File: src/rtl/fp_div_sequencer_pkg.sv
// Shared single-precision field definitions, result flags and the
// operand classifier used by the divide sequencer.
package fp_div_sequencer_pkg;

  localparam int XLEN  = 32;
  localparam int EXP_W = 8;
  localparam int MAN_W = 23;

  localparam logic [XLEN-1:0]  QNAN    = 32'h7FC0_0000;
  localparam logic [EXP_W-1:0] EXP_MAX = 8'hFF;

  typedef struct packed {
    logic invalid;
    logic div_by_zero;
    logic overflow;
  } fp_flags_t;

  // How a result is produced once its tag leaves the pipeline
  typedef enum logic [1:0] {
    KIND_NORMAL  = 2'd0,
    KIND_INVALID = 2'd1,
    KIND_DIVZERO = 2'd2
  } op_kind_e;

  typedef struct packed {
    logic     valid;
    op_kind_e kind;
    logic     sign;
  } div_tag_t;

  // Decide at accept time whether the core quotient will be used or bypassed
  function automatic op_kind_e classify(input logic [XLEN-1:0] a, input logic [XLEN-1:0] b);
    logic a_zero, a_nan, a_inf;
    logic b_zero, b_nan, b_inf, b_exp_zero;
    a_zero     = (a[XLEN-2 -: EXP_W] == '0) && (a[MAN_W-1:0] == '0);
    a_inf      = (a[XLEN-2 -: EXP_W] == EXP_MAX) && (a[MAN_W-1:0] == '0);
    a_nan      = (a[XLEN-2 -: EXP_W] == EXP_MAX) && (a[MAN_W-1:0] != '0);
    b_exp_zero = (b[XLEN-2 -: EXP_W] == '0);
    b_zero     = b_exp_zero && (b[MAN_W-1:0] == '0);
    b_inf      = (b[XLEN-2 -: EXP_W] == EXP_MAX) && (b[MAN_W-1:0] == '0);
    b_nan      = (b[XLEN-2 -: EXP_W] == EXP_MAX) && (b[MAN_W-1:0] != '0);
    if (a_nan || b_nan || (a_zero && b_zero) || (a_inf && b_inf))
      return KIND_INVALID;
    if (b_exp_zero && !a_zero)
      return KIND_DIVZERO;
    return KIND_NORMAL;
  endfunction

endpackage

File: src/rtl/fp_div_sequencer_fifo.sv
// First-word-fall-through result buffer with a registered occupancy count.
// Pointers wrap modulo DEPTH so any depth works, not just powers of two.
module sync_fifo #(
  parameter int WIDTH = 35,
  parameter int DEPTH = 4,
  localparam int CNT_W = $clog2(DEPTH + 1),
  localparam int PTR_W = (DEPTH > 1) ? $clog2(DEPTH) : 1
) (
  input  logic             clk,
  input  logic             rst_n,
  input  logic             push,
  input  logic [WIDTH-1:0] push_data,
  input  logic             pop,
  output logic [WIDTH-1:0] head_data,
  output logic             empty,
  output logic             full,
  output logic [CNT_W-1:0] count
);

  logic [WIDTH-1:0] mem_reg [DEPTH];
  logic [PTR_W-1:0] wr_ptr_reg, rd_ptr_reg;
  logic [CNT_W-1:0] count_reg;
  logic             pop_ok;

  assign empty     = (count_reg == '0);
  assign full      = (count_reg == CNT_W'(DEPTH));
  assign count     = count_reg;
  assign head_data = mem_reg[rd_ptr_reg];
  assign pop_ok    = pop && !empty;

  // Storage array; no reset so it maps onto plain memory
  always_ff @(posedge clk) begin
    if (push)
      mem_reg[wr_ptr_reg] <= push_data;
  end

  // Pointer and occupancy bookkeeping; push+pop together keeps the count
  always_ff @(posedge clk) begin
    if (!rst_n) begin
      wr_ptr_reg <= '0;
      rd_ptr_reg <= '0;
      count_reg  <= '0;
    end else begin
      if (push)
        wr_ptr_reg <= (wr_ptr_reg == PTR_W'(DEPTH - 1)) ? '0 : wr_ptr_reg + 1'b1;
      if (pop_ok)
        rd_ptr_reg <= (rd_ptr_reg == PTR_W'(DEPTH - 1)) ? '0 : rd_ptr_reg + 1'b1;
      case ({push, pop_ok})
        2'b10:   count_reg <= count_reg + 1'b1;
        2'b01:   count_reg <= count_reg - 1'b1;
        default: count_reg <= count_reg;
      endcase
    end
  end

  // The upstream credit scheme must never let a push land on a full buffer
  always_ff @(posedge clk) begin
    if (rst_n)
      assert (!(push && full && !pop));
  end

endmodule

File: src/rtl/fp_div_sequencer.sv
// Feeds operand pairs to an external fixed-latency divider, classifies
// special cases at accept time, and buffers in-order results with flags.
module fp_div_sequencer #(
  parameter int XLEN       = 32,
  parameter int DIV_LAT    = 12,
  parameter int FIFO_DEPTH = 4
) (
  input  logic            clk,
  input  logic            rst_n,
  input  logic            in_valid,
  output logic            in_ready,
  input  logic [XLEN-1:0] in_a,
  input  logic [XLEN-1:0] in_b,
  output logic [XLEN-1:0] div_a,
  output logic [XLEN-1:0] div_b,
  input  logic [XLEN-1:0] div_q,
  output logic            out_valid,
  input  logic            out_ready,
  output logic [XLEN-1:0] out_result,
  output logic [2:0]      out_flags
);
  import fp_div_sequencer_pkg::*;

  localparam int CNT_W   = $clog2(FIFO_DEPTH + 1);
  localparam int ENTRY_W = XLEN + 3;

  logic             accept, pop, fifo_empty, fifo_full;
  logic [CNT_W-1:0] inflight_reg, fifo_count;
  logic [XLEN-1:0]  div_a_reg, div_b_reg, push_result;
  fp_flags_t        push_flags;
  div_tag_t         new_tag, issue_tag_reg, exit_tag;
  div_tag_t         pipe_tag_reg [DIV_LAT];
  logic [ENTRY_W-1:0] head_data;

  // Credits cover everything already committed to a buffer slot
  assign in_ready = ({1'b0, inflight_reg} + {1'b0, fifo_count}) < (CNT_W + 1)'(FIFO_DEPTH);
  assign accept   = in_valid && in_ready;
  assign div_a    = div_a_reg;
  assign div_b    = div_b_reg;

  // Tag for the pair being offered this cycle
  always_comb begin
    new_tag       = '0;
    new_tag.valid = accept;
    new_tag.kind  = classify(in_a, in_b);
    new_tag.sign  = in_a[XLEN-1] ^ in_b[XLEN-1];
  end

  // Issue stage: the tag register sits beside the div_a/div_b register
  always_ff @(posedge clk) begin
    if (!rst_n) begin
      div_a_reg     <= '0;
      div_b_reg     <= '0;
      issue_tag_reg <= '0;
    end else begin
      issue_tag_reg <= accept ? new_tag : '0;
      if (accept) begin
        div_a_reg <= in_a;
        div_b_reg <= in_b;
      end
    end
  end

  // Tag shift register: one stage per register stage inside the core
  for (genvar gi = 0; gi < DIV_LAT; gi++) begin : g_tag_pipe
    if (gi == 0) begin : g_first
      // First stage follows the issue register
      always_ff @(posedge clk) begin
        if (!rst_n) pipe_tag_reg[gi] <= '0;
        else        pipe_tag_reg[gi] <= issue_tag_reg;
      end
    end else begin : g_rest
      // Later stages shift the tag toward the quotient sample point
      always_ff @(posedge clk) begin
        if (!rst_n) pipe_tag_reg[gi] <= '0;
        else        pipe_tag_reg[gi] <= pipe_tag_reg[gi-1];
      end
    end
  end

  assign exit_tag = pipe_tag_reg[DIV_LAT-1];

  // Choose the buffered value: the core quotient or a bypassed constant
  always_comb begin
    push_result = div_q;
    push_flags  = '0;
    case (exit_tag.kind)
      KIND_INVALID: begin
        push_result        = QNAN;
        push_flags.invalid = 1'b1;
      end
      KIND_DIVZERO: begin
        push_result            = {exit_tag.sign, EXP_MAX, {MAN_W{1'b0}}};
        push_flags.div_by_zero = 1'b1;
      end
      default: push_flags.overflow = (div_q[XLEN-2 -: EXP_W] == EXP_MAX);
    endcase
  end

  // In-flight count: up on accept, down when a tag leaves the pipeline
  always_ff @(posedge clk) begin
    if (!rst_n) begin
      inflight_reg <= '0;
    end else begin
      case ({accept, exit_tag.valid})
        2'b10:   inflight_reg <= inflight_reg + 1'b1;
        2'b01:   inflight_reg <= inflight_reg - 1'b1;
        default: inflight_reg <= inflight_reg;
      endcase
    end
  end

  sync_fifo #(
    .WIDTH (ENTRY_W),
    .DEPTH (FIFO_DEPTH)
  ) u_result_fifo (
    .clk       (clk),
    .rst_n     (rst_n),
    .push      (exit_tag.valid),
    .push_data ({push_flags, push_result}),
    .pop       (pop),
    .head_data (head_data),
    .empty     (fifo_empty),
    .full      (fifo_full),
    .count     (fifo_count)
  );

  // Outputs read as zero whenever nothing is buffered
  assign out_valid  = !fifo_empty;
  assign pop        = out_valid && out_ready;
  assign out_result = out_valid ? head_data[XLEN-1:0] : '0;
  assign out_flags  = out_valid ? head_data[ENTRY_W-1 -: 3] : 3'b000;

endmodule

File: config.mk
export PLATFORM = sky130hd
export DESIGN_NAME = fp_div_sequencer
export DESIGN_NICKNAME = d
export VERILOG_FILES = /design/src/rtl/fp_div_sequencer_pkg.sv /design/src/rtl/fp_div_sequencer_fifo.sv /design/src/rtl/fp_div_sequencer.sv
export SDC_FILE = /design/constraint.sdc
export NUM_CORES = 1
export LEC_CHECK = 0
export BUFFER_PORTS_ARGS = -buffer_cell sky130_fd_sc_hd__buf_2
export CORE_AREA = 2 2 173 175
export CTS_BUF_LIST = sky130_fd_sc_hd__clkbuf_16
export DETAILED_ROUTE_END_ITERATION = 10
export DIE_AREA = 0 0 175 177
export GPL_TIMING_DRIVEN = 1
export PLACE_DENSITY = 0.55
export SLEW_MARGIN = 20
export SYNTH_ARGS = -nofsm -noshare
export SYNTH_HDL_FRONTEND = slang
export SYNTH_HIERARCHICAL = 1
export SYNTH_SLANG_ARGS = --single-unit
File: constraint.sdc
create_clock -name clk -period 3.45 [get_ports clk]
set_clock_uncertainty 0.1 [all_clocks]
set_input_delay 0 -clock clk [delete_from_list [all_inputs] [get_ports clk]]
set_output_delay 0 -clock clk [all_outputs]
set_load 0.005 [all_outputs]
Word level (Yosys, flattened, before mapping). Memories as Yosys holds them, arrays and structs flattened. A register that Yosys moved wholly into a read port is not among the register bits. Cells that the tools add are included. Widths: inputs -> output; s select.

Output and inout port bits: 101. Word-level logic and storage cells: 107. Memory bits (writable): 188. Memories: 2. Input port bits: 100. Bits in registers: 78.

$lt $le $gt $ge: 1. Equal/unequal tests: 11. $add $sub $neg: 7. Multiplexer cells: 36. Reduce and logical (&&, ||, !) cells: 28. Bitwise logic cells: 13.

Memories: u_result_fifo.mem_reg (depth 4, width 35, rd ports 1, clocked after memory_dff 1, wr ports 1, line fp_div_sequencer_fifo.sv:20) `logic [WIDTH-1:0] mem_reg [DEPTH];`; pipe_tag_reg (depth 12, width 4, rd ports 12, clocked after memory_dff 0, wr ports 12, line fp_div_sequencer.sv:32) `div_tag_t pipe_tag_reg [DIV_LAT];`.

Operator list (number): $pmux 32 s2 (1); $mux 4 (13); $logic_not 23->1 (2); $reduce_bool 23->1 (2); $mux 32 (1); $eq 8x8->1 const B (3); $logic_not 8->1 (2); $mux 2 (8); $logic_and 1x1->1 (12); $or 1x1->1 (12); $pmux 3 s2 (2); $eq 2x2->1 const B (5); $mux 1 (10); $add 3x1->3 const B (2); $eq 2x1->1 const B (3); $sub 3x1->3 const B (2); $add 2x1->2 const B (2); $add 3x3->4 (1); $lt 4x3->1 const B (1); $reduce_bool 2->1 (2); $logic_not 3->1 (1); $logic_or 1x1->1 (3); $mux 3 (1); $logic_not 1->1 (2); 3 further kinds (3).

Depth between registers and ports, before layout.
Depth after elaboration: 10. Gate-level depth with buffers: 12.

By module. Netlist, hierarchy kept.

By module, submodules not included: sync_fifo (cells an instance 234, times used 1, area an instance 5571.6 µm²); fp_div_sequencer (cells an instance 527, times used 1, area an instance 5063.6 µm²).

Least setup slack after synthesis. Ideal clock, no wire load.

Kind: register to register. From: register u_result_fifo.count_reg[1] (netlist: u_result_fifo/count[1]). To: register inflight_reg[2]. Clock period less this slack: 2.550 ns. Path slack: 0.900 ns. Data required time: 3.274 ns. Stages on the path, launching flop included: 13. Arrival time: 2.375 ns. Library setup time: 0.076 ns. Cells stage by stage: dfxtp_1 ha_1 and3_4 nor4_4 and2_4 inv_2 buf_2 ha_1 inv_1 fa_1 xor2_1 or3_1 a21boi_0.

Word-level cells in the longest chain between the ends: 5. Elaborated cells on any way between the ends: 7. Those cells by class: add/sub (1); order compare (1); eq/ne (2); mux (1); reduce/logical (2).

RTL lines: start: declaration (line fp_div_sequencer_fifo.sv:22) `logic [CNT_W-1:0] count_reg;`; start signal: assignment (line fp_div_sequencer_fifo.sv:49) `2'b10: count_reg <= count_reg + 1'b1;`; start signal: assignment (line fp_div_sequencer_fifo.sv:50) `2'b01: count_reg <= count_reg - 1'b1;`; start signal: assignment (line fp_div_sequencer_fifo.sv:51) `default: count_reg <= count_reg;`; $add 3x3->4 * (line fp_div_sequencer.sv:36) `assign in_ready = ({1'b0, inflight_reg} + {1'b0, fifo_count}) < (CNT_W + 1)'(FIFO_DEPTH);`; $lt 4x3->1 * (line fp_div_sequencer.sv:36); net in_ready (line fp_div_sequencer.sv:11) `output logic in_ready,`; $logic_and 1x1->1 * (line fp_div_sequencer.sv:37) `assign accept = in_valid && in_ready;`; $eq 2x1->1 or $eq 2x2->1 (tied branches) (line fp_div_sequencer.sv:105) `case ({accept, exit_tag.valid})`; $pmux 3 s2 or $reduce_bool 2->1 (tied branches); end signal: assignment (line fp_div_sequencer.sv:106) `2'b10: inflight_reg <= inflight_reg + 1'b1;`; end signal: assignment (line fp_div_sequencer.sv:107) `2'b01: inflight_reg <= inflight_reg - 1'b1;`; end signal: assignment (line fp_div_sequencer.sv:108) `default: inflight_reg <= inflight_reg;`; end: declaration (line fp_div_sequencer.sv:28) `logic [CNT_W-1:0] inflight_reg, fifo_count;`.

The timed path passes the listed nets; every way through them passes the cells marked *. A chain may end at the register's enable or synchronous reset.

Worst setup path after layout.
From: register u_result_fifo.count_reg[1] (netlist: u_result_fifo/count[1]). To: register div_b_reg[22] (netlist: div_b[22]).

Word-level cells in the longest chain between the ends: 3.

RTL lines: $add 3x3->4 (line fp_div_sequencer.sv:36); $lt 4x3->1 (line fp_div_sequencer.sv:36); $logic_and 1x1->1 (line fp_div_sequencer.sv:37); end signal: assignment (line fp_div_sequencer.sv:59) `div_b_reg <= in_b;`; end: declaration (line fp_div_sequencer.sv:29) `logic [XLEN-1:0] div_a_reg, div_b_reg, push_result;`.

No other way between the ends.

==> reports/summary.txt <==
routability cong. - 0.756
final period utilization - 82.5%
post-DP HPWL - 13200 µm
Synth Warn # - 6
pwr dens - 498 nW/µm²
Sw Share - 20.8%
LEAKAGE - 5.46 nW
share of total power in combinational logic - 6.2%
Placed Cells - 1318
DR WL met2 - 10700 µm
die height - 177 µm
Worst EP arrival - 3240 ps
status - finished clean
maxcap violations - 0
Slew Limit Fails - 0
fin crit period - 2850 ps
Clk pwr share - 44.9%
DRC - 0
CTS H-Tree Depth - 1
# resized after CTS - 0
Starting Density - 36.3%
cell row count - 63
Tightest Pin Transition - 1040 ps
Layout area overhead - 32.0%
Global Route Usage Sum - 14.8%
CP Capture Type - register
CTS tree - done
met3 wire length - 1670 µm
slew margin rel. - 30.7%
Max clock buf depth - 3
placed cell area - 11800 µm²
Max Used Layer - met4
chip width - 175 µm
Avg Cell Area, Syn - 14.0 µm²
Int Pwr - 5.53 mW
worst-path fanout max - 64
WL/cell - 15.3 µm
Die Area - 31000 µm²
CTS Sinks - 268
hold_ws - 60.5 ps
first-pass GRT wire length - 37000 µm
drt first pass iters - 4
Seq pwr share - 48.9%
wl on met1 - 9940 µm
number of global-route vias before repair - 7216
Worst EP required - 3840 ps
initial antenna violation count - 0
Finished Cell Area - 14000 µm²
Psw - 1.46 mW
worst min-delay path class - primary input to register
GR Overflow Total - 0
Largest register FFs - 140
total core area - 29200 µm²
Nets - 1195
worst skew pair latency - 550 ps
CTS root buffer - clkbuf_16
IO Pins - 201
# diodes - 0
share of cells above drive strength 1 - 33.0%
setup repair after global routing missed its margin - false
critical path class - register to register
via count - 6858
# fillers - 2627
pin count of the biggest net entering global routing - 78
Final Setup Violations - 0
fin cells - 1494
Final TNS setup - 0 ps
CTS clk-pin slew, worst paths - 60 ps
Synth Instances - 760
synthesized cell area - 10600 µm²
Power Total - 6.99 mW
maximum VDD drop - 347 µV
DRT antenna net count - 0
Routed WL - 22900 µm
drt initial violations - 248
Max Freq - 351 MHz
input/output buffers - 200
startpoint types - register
cts bufs inserted - 29
Net Count, Synth - 873
final hold viol count - 0
DR vias/cell - 4.59
[path summary, 6_finish.rpt]
check                                      start                       endpoint  slack (ps)  cells after the start
min reg2reg        pipe_tag_reg[3][5]$_SDFF_PN0_  pipe_tag_reg[4][1]$_SDFF_PN0_         330                      1
min                                        rst_n   inflight_reg[2]$_SDFFE_PN0P_          60                      3
max          u_result_fifo/count[1]$_SDFFE_PN0P_         div_b[22]$_SDFFE_PN0P_         600                      8
max reg2reg  u_result_fifo/count[1]$_SDFFE_PN0P_         div_b[22]$_SDFFE_PN0P_         600                      8
[layout by cell type (no fill, tap or decap), types with 2 or more instances in the layout]
cell / count
clkinv_2: 5
clkinvlp_4: 2
clkbuf_16: 29
dlygate4sd3_1: 123
dfxtp_2: 2
buf_2: 200
mux4_2: 30
nand2b_1: 8
nand4_1: 7
nor3_1: 5
o31ai_1: 2
dfxtp_1: 126
inv_1: 21
nand3_1: 3
xnor2_1: 2
nor2_1: 3
bufinv_16: 5
and2_2: 4
a21boi_0: 6
and2_1: 75
ha_1: 11
nand2_1: 127
nor2b_1: 38
a21boi_2: 60
o21ai_0: 8
nor4_1: 14
mux4_1: 5
clkinv_1: 3
edfxtp_1: 140
fa_1: 2
xor2_1: 3
buf_4: 8
nand2_2: 11
or3_1: 2
nor3b_1: 2
[critical path, stage by stage (launching register included)]
cell and delay [ps]:
dfxtp_1 410, ha_1 260, and3_4 170, nor4_4 170
and2_4 190, buf_4 580, nand2_1 150, a21boi_2 160
dlygate4sd3_1 560
[routing by layer]
metal,global-route usage (%),up-vias
met5,0,-
met4,4.20,0
met3,3.80,45
met2,25.4,231
met1,18.4,3258
li1,-,3324
[stage by stage]
stage	setup slack, ps	util [%]
floorplan	900	-
global placement	1050	40.4
detailed placement	981	40.4
CTS	603	48.0
global route	342	48.0
finish	604	48.0
[power groups by stage]
stage / Sequential (mW) / Clock, mW / Combinational (mW)
finish: 3.42 / 3.14 / 0.432
global route: 3.42 / 3.37 / 0.476
CTS: 3.42 / 3.24 / 0.431
detailed placement: 3.49 / 0 / 0.321
global placement: 3.49 / 0 / 0.319
floorplan: 3.49 / 0 / 0.186
[cell type report]
type                            instances  area [µm²]  area share [%]
Inverter                               14        52.6           0.375
Sequential cell                       268        6770            48.3
Tap cell                              390         488            3.48
Timing Repair Buffer                  331        2290            16.3
Clock buffer                           29         726            5.17
Multi-Input combinational cell        438        3450            24.6
Clock inverter                         24         251            1.79
[repair_timing]
item	CTS	global route
setup buffers	0	0
hold buffers	123	0
hold endpoints to repair	204	0
endpoints found under the setup margin	0	0
Note: power is estimated with default switching activity, not from simulation.
